**src/rtl/fetch_unit_if.sv**
```systemverilog
// fetch_unit_if: instruction-memory request/response, decoder-side queue head and redirect signals.
interface fetch_unit_if;
    logic        imem_req_valid;
    logic        imem_req_ready;
    logic [31:0] imem_req_addr;
    logic        imem_resp_valid;
    logic [31:0] imem_resp_data;
    logic        out_valid;
    logic        out_ready;
    logic [31:0] out_instr;
    logic [31:0] out_pc;
    logic        redirect_valid;
    logic [31:0] redirect_pc;

    modport master (
        output imem_req_valid, imem_req_addr, out_valid, out_instr, out_pc,
        input  imem_req_ready, imem_resp_valid, imem_resp_data, out_ready, redirect_valid, redirect_pc
    );

    modport slave (
        input  imem_req_valid, imem_req_addr, out_valid, out_instr, out_pc,
        output imem_req_ready, imem_resp_valid, imem_resp_data, out_ready, redirect_valid, redirect_pc
    );
endinterface

```
**src/rtl/fetch_unit.sv**
```systemverilog
// fetch_unit: PC sequencer issuing in-order imem requests into an instruction queue,
// with redirect flush and discard of responses still in flight from before the redirect.
module fetch_unit #(
    parameter logic [31:0] RESET_PC    = 32'h0000_3000,
    parameter int          QUEUE_DEPTH = 4
) (
    input logic          clk,
    input logic          rst,
    fetch_unit_if.master bus
);
    localparam int AW = $clog2(QUEUE_DEPTH);
    localparam int CW = $clog2(QUEUE_DEPTH + 1);
    localparam logic [CW:0] DEPTH = (CW + 1)'(QUEUE_DEPTH);

    logic [31:0]   pc;
    logic [31:0]   q_instr [QUEUE_DEPTH];
    logic [31:0]   q_pc    [QUEUE_DEPTH];
    logic [31:0]   tags    [QUEUE_DEPTH];
    logic [AW-1:0] q_head, q_tail, t_head, t_tail;
    logic [CW-1:0] q_count, outstanding, discard;
    logic          flush, req_fire, keep, pop;

    // Queue slots are reserved for every outstanding request, so a response always fits.
    always_comb begin
        flush              = bus.redirect_valid;
        bus.imem_req_valid = !rst && !flush && ({1'b0, q_count} + {1'b0, outstanding} < DEPTH);
        bus.imem_req_addr  = pc;
        req_fire           = bus.imem_req_valid && bus.imem_req_ready;
        keep               = bus.imem_resp_valid && discard == '0 && !flush;
        bus.out_valid      = q_count != '0;
        pop                = bus.out_valid && bus.out_ready && !flush;
        bus.out_instr      = bus.out_valid ? q_instr[q_head] : '0;
        bus.out_pc         = bus.out_valid ? q_pc[q_head] : '0;
    end

    always_ff @(posedge clk or posedge rst) begin
        if (rst) begin
            pc          <= RESET_PC;
            q_head      <= '0;
            q_tail      <= '0;
            t_head      <= '0;
            t_tail      <= '0;
            q_count     <= '0;
            outstanding <= '0;
            discard     <= '0;
        end else if (flush) begin
            pc          <= bus.redirect_pc & ~32'd3;
            q_head      <= '0;
            q_tail      <= '0;
            t_head      <= '0;
            t_tail      <= '0;
            q_count     <= '0;
            outstanding <= outstanding - CW'(bus.imem_resp_valid);
            discard     <= outstanding - CW'(bus.imem_resp_valid);
        end else begin
            if (req_fire) begin
                pc     <= pc + 32'd4;
                t_tail <= t_tail + AW'(1);
            end
            if (keep) begin
                t_head <= t_head + AW'(1);
                q_tail <= q_tail + AW'(1);
            end
            if (pop)
                q_head <= q_head + AW'(1);
            q_count     <= q_count + CW'(keep) - CW'(pop);
            outstanding <= outstanding + CW'(req_fire) - CW'(bus.imem_resp_valid);
            if (bus.imem_resp_valid && discard != '0)
                discard <= discard - CW'(1);
        end
    end

    // Stale responses hold no tag: the tag FIFO is emptied on redirect and only kept responses pop it.
    always_ff @(posedge clk) begin
        if (req_fire)
            tags[t_tail] <= pc;
        if (keep) begin
            q_instr[q_tail] <= bus.imem_resp_data;
            q_pc[q_tail]    <= tags[t_head];
        end
    end
endmodule

```
**src/flat_wrapper.sv**
```systemverilog
// flat-port wrapper written by rule: the top's interface ports become plain ports
module fetch_unit_flat 
#(
    parameter logic [31:0] RESET_PC    = 32'h0000_3000,
    parameter int          QUEUE_DEPTH = 4
)
  (clk, rst, bus_imem_req_valid, bus_imem_req_addr, bus_out_valid, bus_out_instr, bus_out_pc, bus_imem_req_ready, bus_imem_resp_valid, bus_imem_resp_data, bus_out_ready, bus_redirect_valid, bus_redirect_pc);
  fetch_unit_if bus_i ();
  input logic clk;
  input logic rst;
  output wire logic [$bits(bus_i.imem_req_valid)-1:0] bus_imem_req_valid;
  output wire logic [$bits(bus_i.imem_req_addr)-1:0] bus_imem_req_addr;
  output wire logic [$bits(bus_i.out_valid)-1:0] bus_out_valid;
  output wire logic [$bits(bus_i.out_instr)-1:0] bus_out_instr;
  output wire logic [$bits(bus_i.out_pc)-1:0] bus_out_pc;
  input wire logic [$bits(bus_i.imem_req_ready)-1:0] bus_imem_req_ready;
  input wire logic [$bits(bus_i.imem_resp_valid)-1:0] bus_imem_resp_valid;
  input wire logic [$bits(bus_i.imem_resp_data)-1:0] bus_imem_resp_data;
  input wire logic [$bits(bus_i.out_ready)-1:0] bus_out_ready;
  input wire logic [$bits(bus_i.redirect_valid)-1:0] bus_redirect_valid;
  input wire logic [$bits(bus_i.redirect_pc)-1:0] bus_redirect_pc;
  assign bus_imem_req_valid = bus_i.imem_req_valid;
  assign bus_imem_req_addr = bus_i.imem_req_addr;
  assign bus_out_valid = bus_i.out_valid;
  assign bus_out_instr = bus_i.out_instr;
  assign bus_out_pc = bus_i.out_pc;
  assign bus_i.imem_req_ready = bus_imem_req_ready;
  assign bus_i.imem_resp_valid = bus_imem_resp_valid;
  assign bus_i.imem_resp_data = bus_imem_resp_data;
  assign bus_i.out_ready = bus_out_ready;
  assign bus_i.redirect_valid = bus_redirect_valid;
  assign bus_i.redirect_pc = bus_redirect_pc;
  fetch_unit #(.RESET_PC(RESET_PC), .QUEUE_DEPTH(QUEUE_DEPTH)) u_core (.clk(clk), .rst(rst), .bus(bus_i));
endmodule
```
**config.mk**
```make
export PLATFORM = sky130hd
export DESIGN_NAME = fetch_unit_flat
export DESIGN_NICKNAME = d
export VERILOG_FILES = /design/src/rtl/fetch_unit_if.sv /design/src/rtl/fetch_unit.sv /design/src/flat_wrapper.sv
export SDC_FILE = /design/constraint.sdc
export NUM_CORES = 1
export LEC_CHECK = 0
export BUFFER_PORTS_ARGS = -buffer_cell sky130_fd_sc_hd__buf_2
export CAP_MARGIN = 10
export CORE_MARGIN = 3
export CORE_UTILIZATION = 40
export CTS_CLUSTER_DIAMETER = 40
export CTS_CLUSTER_SIZE = 25
export DETAILED_ROUTE_END_ITERATION = 12
export GPL_TIMING_DRIVEN = 0
export PLACE_DENSITY = 0.56
export SLEW_MARGIN = 20
export SYNTH_ARGS = -nofsm -noshare
export SYNTH_HDL_FRONTEND = slang
export SYNTH_SLANG_ARGS = --single-unit
```
**constraint.sdc**
```tcl
create_clock -name clk -period 3.5 [get_ports clk]
set_clock_uncertainty 0.1 [all_clocks]
set_input_delay 0.525 -clock clk [delete_from_list [all_inputs] [get_ports clk]]
set_output_delay 0.525 -clock clk [all_outputs]
set_load 0.05 [all_outputs]
```
==> flow_summary.ini, run 1 <==
[routing]
detail_route.vias_per_cell = 5.27
drcViolationCount = 0
wl_um = 36600
wl_per_cell_um = 21.5
first_iter_violations = 620
drtAntennaViolNets = 0
first_pass_iters = 5
vias = 8941

[floorplanning]
rows = 74
die_h_um = 211
ioPinCount = 168
die_w_um = 211
initial_core_util_pct = 40.7
coreArea_sq_um = 41100
fp.dieArea_sq_um = 44400

[grt]
use_met2_pct = 27.6
grt_usage_pct = 16.8
grtUsageMet3_pct = 3.53
use_met1_pct = 22.8
grt_max_degree = 43
antenna_found_initial = 1
grt_pass1_vias = 9652
grt_pass1_wl_um = 57000
grt.busiest_layer = met2
gr-total-overflow = 0

[cells_and_area]
antenna_cells = 0
fin_nets = 1208
multi_input_area_sq_um = 4260
post-route-util_pct = 49.6
fill_cells = 3492
seqCellArea_sq_um = 12200
final_layout_size_suffix_gt1_share_pct = 35.2
syn_to_final_growth_pct = 21.8

[power]
power_frac_seq_pct = 37.2
power_density_nw_per_um2 = 796
sw_frac_of_total_pct = 34.6
p_leak_nw = 7.13
internal-power_w = 0.0106
finalPower_w = 0.0162
power_frac_comb_pct = 27.3
p_switching_w = 0.00562
ir_drop_v = 0.000428
pwr-share-clk_pct = 35.5

[clock_network]
postCtsSetupRepairBufs = 0
cts_tree = yes
numCtsBuffers = 56
cts-root-buf = clkbuf_16
clk_latency_ps = 600
path_clk_slew_ps = 50
clock-sinks = 415
cts_buffer_depth = 3
htreeDepth = 2

[synthesis]
synthSimpleGateAreaFrac_pct = 7.06
synth_top_flop_cell = edfxtp_1
synth_edf_count = 368
synthDistinctLibCells = 56
synth-seq-area-share_pct = 73.0
synthXorXnorAreaFrac_pct = 0.628
synth_compound_area_share_pct = 2.59
muxShareOfSynthArea_pct = 13.3
synthAdderAreaFrac_pct = 1.66
ys_async_sr_fraction_pct = 11.3
synth.avg_cell_area_sq_um = 18.9
synth_seq_cells = 415
synth_warnings = 0
synth_top_family_by_area = multiplexers
synth_area_sq_um = 16700
synthesis.instances = 887

[job]
drv_cap = 0

[critical_path]
start_kind = flop
worstPathMaxFanout = 10
critical_path_class = flop to primary output
arrival_ps = 2720
worstSetupEndpointType = primary output
required_ps = 2870

[timing]
fin_crit_sh_pct = 95.5
finalSetupViolCount = 0
worst_slew_pin_slew_ps = 906
slew_violations = 0
max_slew_margin_pct = 39.6
min_period_ps = 3340
fmax_mhz = 299
hold_violations = 0
rsz0062_at_grt = yes

[min_path]
hp-class = primary input to flop

[placed_design]
place_congestion = 0.863
place_hpwl_um = 23700
io_buffers = 160

[status]
outcome = complete, no violations
flip-flops by register name, summed over array words and instances (netlist names), 3 cells and up:
name,cells
u_core.tags,120
u_core.outstanding,3
u_core.discard,3
u_core.q_pc,120
u_core.q_count,3
u_core.bus.imem_req_addr,30
u_core.q_instr,128
repair_timing:
| action | in CTS | in global routing |
|---|---|---|
| endpoints found under the setup margin | 58 | 28 |
| hold endpoints to repair | 17 | 0 |
| hold buffers | 1 | 0 |
| pin swaps | 0 | 0 |
| gates resized for setup | 4 | 5 |
power by group through the flow:
stage / Sequential [W] / Clock, W / Combinational [W]
2_1_floorplan: 0.00621 / 0 / 0.00324
3_3_place_gp: 0.00612 / 0 / 0.00449
3_5_place_dp: 0.00612 / 0 / 0.00455
5_1_grt: 0.00608 / 0.00612 / 0.00477
4_1_cts: 0.00604 / 0.00590 / 0.00453
6_report: 0.00604 / 0.00577 / 0.00443
critical path, cell delays in order, from the launching register on:
cell      delay (ps)
dfrtp_1          320
clkbuf_1         440
clkbuf_1         550
mux4_2           420
and2_1           180
buf_2            210
per-layer routing:
layer	up-vias	routed length, um
met5	-	9
met4	2	804
met3	60	2200
met2	272	17700
met1	4562	15900
li1	4045	-
worst paths after layout:
| path | startpoint | to | slack, ps | cells after the start |
|---|---|---|---|---|
| setup / recovery | u_core.q_head[1] | bus_out_pc[2] | 160 | 5 |
| hold / removal | bus_imem_resp_data[22] | u_core.q_instr[0][22] | 50 | 1 |
| setup reg to reg | u_core.outstanding[2] | u_core.tags[0][3] | 400 | 7 |
| hold reg to reg | u_core.outstanding[2] | u_core.outstanding[2] | 410 | 1 |
| max in group asynchronous | rst | u_core.q_head[0] | 2300 | 4 |
| min in group asynchronous | rst | u_core.bus.imem_req_addr[7] | 460 | 3 |
area by class of cell:
cell class | instances | area share (%)
inverter | 24 | 0.441
tap | 532 | 3.26
clock inverter | 49 | 2.65
clock buffer | 57 | 6.89
multi-input combinational | 405 | 20.9
buffer | 45 | 1.02
timing repair buffer | 170 | 4.93
sequential | 415 | 59.9
synth_stat cells (all sizes together) (2+ instances only):
library cell    n  area share (%)
dfstp           2            0.31
or3             6            0.23
and2           72             2.7
a221o           9            0.55
a21boi          4            0.18
or4             8            0.39
nand3b          2           0.090
o311ai          6            0.31
nand4          12            0.58
o211ai          7            0.31
ha             19             1.4
mux2            2            0.13
o31ai           2           0.090
mux4           92              12
nor2b           2           0.075
nor3b           3            0.13
nand3          18            0.54
nand2          27            0.61
a21oi           5            0.15
xor2            7            0.37
nand2b          2           0.075
buf            16            0.52
and4            2            0.10
o21ai          16            0.48
nor4           15            0.65
nor2           17            0.38
a22oi           5            0.22
or2             2           0.075
inv            23            0.52
clkbuf         30            0.67
xnor2           5            0.26
edfxtp        368              66
nor3           10            0.30
dfrtp          45             6.7
mux2i          13            0.78
fa              2            0.24
cell usage in the layout, fill, tap and decap left out, drive strengths merged, types with 8 or more instances in the layout:
master and n:
edfxtp 368, buf 183, mux4 92, clkbuf 88
and2 72, dfrtp 45, inv 38, nand2 27
clkinv 21, ha 19, nand3 18, nor2 17
o21ai 16, nor4 15, mux2i 13, nand4 12
nor3 10, a221o 9, clkinvlp 8, or4 8
through the flow:
stage	std cells	worst slack (ps)	hold WS [ps]	setup TNS (ps)	area (sq um)
after floorplan	890	373	386	0	16800
after global placement	1582	-1390	416	-365860	18200
after detailed placement	1591	-10.3	412	-10.3	18400
after CTS	1697	10.1	8.80	0	20400
after global routing	1697	-24.2	32.9	-87.7	20400
final	1697	157	48.9	0	20400
cell families (layout without fill, tap and decap cells):
family          after synthesis  after routing
flops                       415            415
simple gates                201            201
mux                         107            107
buf+inv                      70            345
compound gates               60             60
fa+ha+maj                    21             21
xor+xnor                     12             12
other cells                   1              4
(Power assumes the default switching activity.)
==> inputs of run 2 (changes only) <==
--- a/config.mk
+++ b/config.mk
@@ -8,13 +8,13 @@
 export BUFFER_PORTS_ARGS = -buffer_cell sky130_fd_sc_hd__buf_2
 export CAP_MARGIN = 10
 export CORE_MARGIN = 3
-export CORE_UTILIZATION = 40
+export CORE_UTILIZATION = 36
 export CTS_CLUSTER_DIAMETER = 40
 export CTS_CLUSTER_SIZE = 25
 export DETAILED_ROUTE_END_ITERATION = 12
 export GPL_TIMING_DRIVEN = 0
-export PLACE_DENSITY = 0.56
-export SLEW_MARGIN = 20
+export PLACE_DENSITY = 0.51
+export SKIP_CTS_REPAIR_TIMING = 1
 export SYNTH_ARGS = -nofsm -noshare
 export SYNTH_HDL_FRONTEND = slang
 export SYNTH_SLANG_ARGS = --single-unit
==> flow_summary.ini, run 2 (synthesis gave the netlist of run 1 again) <==
[routing]
wl_met1_um = 17200
drtAntennaViolNets = 0
wl_um = 38500
drcViolationCount = 0
wl_met2_um = 18200
vias = 9029
detail_route.vias_per_cell = 5.10
dr_wl_met3_um = 2410
wl_per_cell_um = 21.7
highest_layer = met4
first_iter_violations = 904
first_pass_iters = 5

[job]
drv_cap = 0

[clock_network]
cts_tree = yes
htreeDepth = 2
numCtsBuffers = 61
cts_buffer_depth = 3
cts-root-buf = clkbuf_16
clock-sinks = 415
clk_latency_ps = 600
path_clk_slew_ps = 60

[timing]
finalSetupViolCount = 0
fmax_mhz = 308
hold_violations = 0
worst_slew_pin_slew_ps = 1100
max_slew_margin_pct = 26.6
fin_crit_sh_pct = 92.7
hold_ws_ps = 36.5
min_period_ps = 3250
slew_violations = 0

[placed_design]
place_congestion = 0.836
io_buffers = 160
place_hpwl_um = 24400

[critical_path]
worstSetupEndpointType = primary output
start_kind = flop
reg2reg_slack_ps = 270
critical_path_class = flop to primary output
worstReg2RegStart = u_core.outstanding[2]
required_ps = 2870
r2r_cells = 10
timing.rr.end = u_core.outstanding[2]
worstPathMaxFanout = 10
arrival_ps = 2620

[floorplanning]
ioPinCount = 168
fp.dieArea_sq_um = 49100
die_w_um = 222
coreArea_sq_um = 45700
initial_core_util_pct = 36.7
die_h_um = 222
rows = 78

[min_path]
hp-class = primary input to flop
holdPathStages = 1
min_to = u_core.q_instr[0][27]
min_from = bus_imem_resp_data[27]

[cells_and_area]
multi_input_area_sq_um = 4260
antenna_cells = 0
syn_to_final_growth_pct = 23.7
final_layout_size_suffix_gt1_share_pct = 35.3
top_register = u_core.q_instr
seqCellArea_sq_um = 12200
fill_cells = 3999
mostFrequentLayoutCells = edfxtp_1, buf_2, mux4_2
mostFrequentLayoutCell = edfxtp_1
fin_nets = 1210
post-route-util_pct = 45.4
reg_top3 = u_core.q_instr: 128 flops, u_core.q_pc: 120 flops, u_core.tags: 120 flops
largest_reg_flops = 128

[grt]
antenna_found_initial = 0
grt_pass1_wl_um = 59400
gr-total-overflow = 0
grt_max_degree = 51
grt_usage_pct = 15.7
grt_pass1_vias = 9576

[status]
outcome = complete, no violations

[power]
power_frac_comb_pct = 26.2
power_frac_seq_pct = 35.6
finalPower_w = 0.0170
p_leak_nw = 7.24
p_switching_w = 0.00571
ir_drop_v = 0.000461
pwr-share-clk_pct = 38.2
sw_frac_of_total_pct = 33.6
power_density_nw_per_um2 = 820
internal-power_w = 0.0113
[run 2: area by class of cell]
class,instances,area share (%)
tap,600,3.62
inverter,24,0.435
buffer,45,1.00
multi-input combinational,405,20.6
sequential,415,59.0
clock buffer,67,7.67
clock inverter,48,3.04
timing repair buffer,167,4.64
[run 2: critical path, stage by stage (launching register included)]
cell	delay [ps]
dfrtp_1	310
clkbuf_1	510
clkbuf_2	430
mux4_2	370
and2_1	180
buf_2	210
[run 2: power groups by stage]
stage,Clock (W),Sequential [W],Combinational [W]
after floorplan,0,0.00621,0.00324
after global placement,0,0.00613,0.00455
after detailed placement,0,0.00612,0.00458
after CTS,0.00664,0.00603,0.00460
after global routing,0.00688,0.00609,0.00482
final,0.00649,0.00605,0.00445
[run 2: layer usage]
layer	track usage, %	vias to the layer above
met5	0	-
met4	3.96	0
met3	3.81	46
met2	24.9	324
met1	22.0	4617
li1	-	4042
[run 2: how the worst max path moves through the flow]
stage | end | slack, ps | depth (start not counted) | from
6_report | bus_out_pc[29] | 250 | 5 | u_core.q_head[1]
2_1_floorplan | u_core.q_instr[0][0] | 370 | 4 | bus_redirect_valid
4_1_cts | bus_out_pc[19] | -300 | 5 | u_core.q_head[0]
5_1_grt | u_core.outstanding[2] | -3 | 10 | u_core.outstanding[2]
3_5_place_dp | u_core.q_count[2] | -190 | 11 | bus_redirect_valid
3_3_place_gp | u_core.q_instr[1][4] | -1500 | 4 | bus_redirect_valid
[run 2: metrics by stage]
step	cells	setup WS [ps]	area [sq um]	TNS [ps]
after global placement	1650	-1500	18300	-427740
after CTS	1771	-304	20700	-11580
after floorplan	890	373	16800	0
after global routing	1771	-3.33	20700	-3.33
after detailed placement	1656	-186	18500	-380
final	1771	255	20700	0
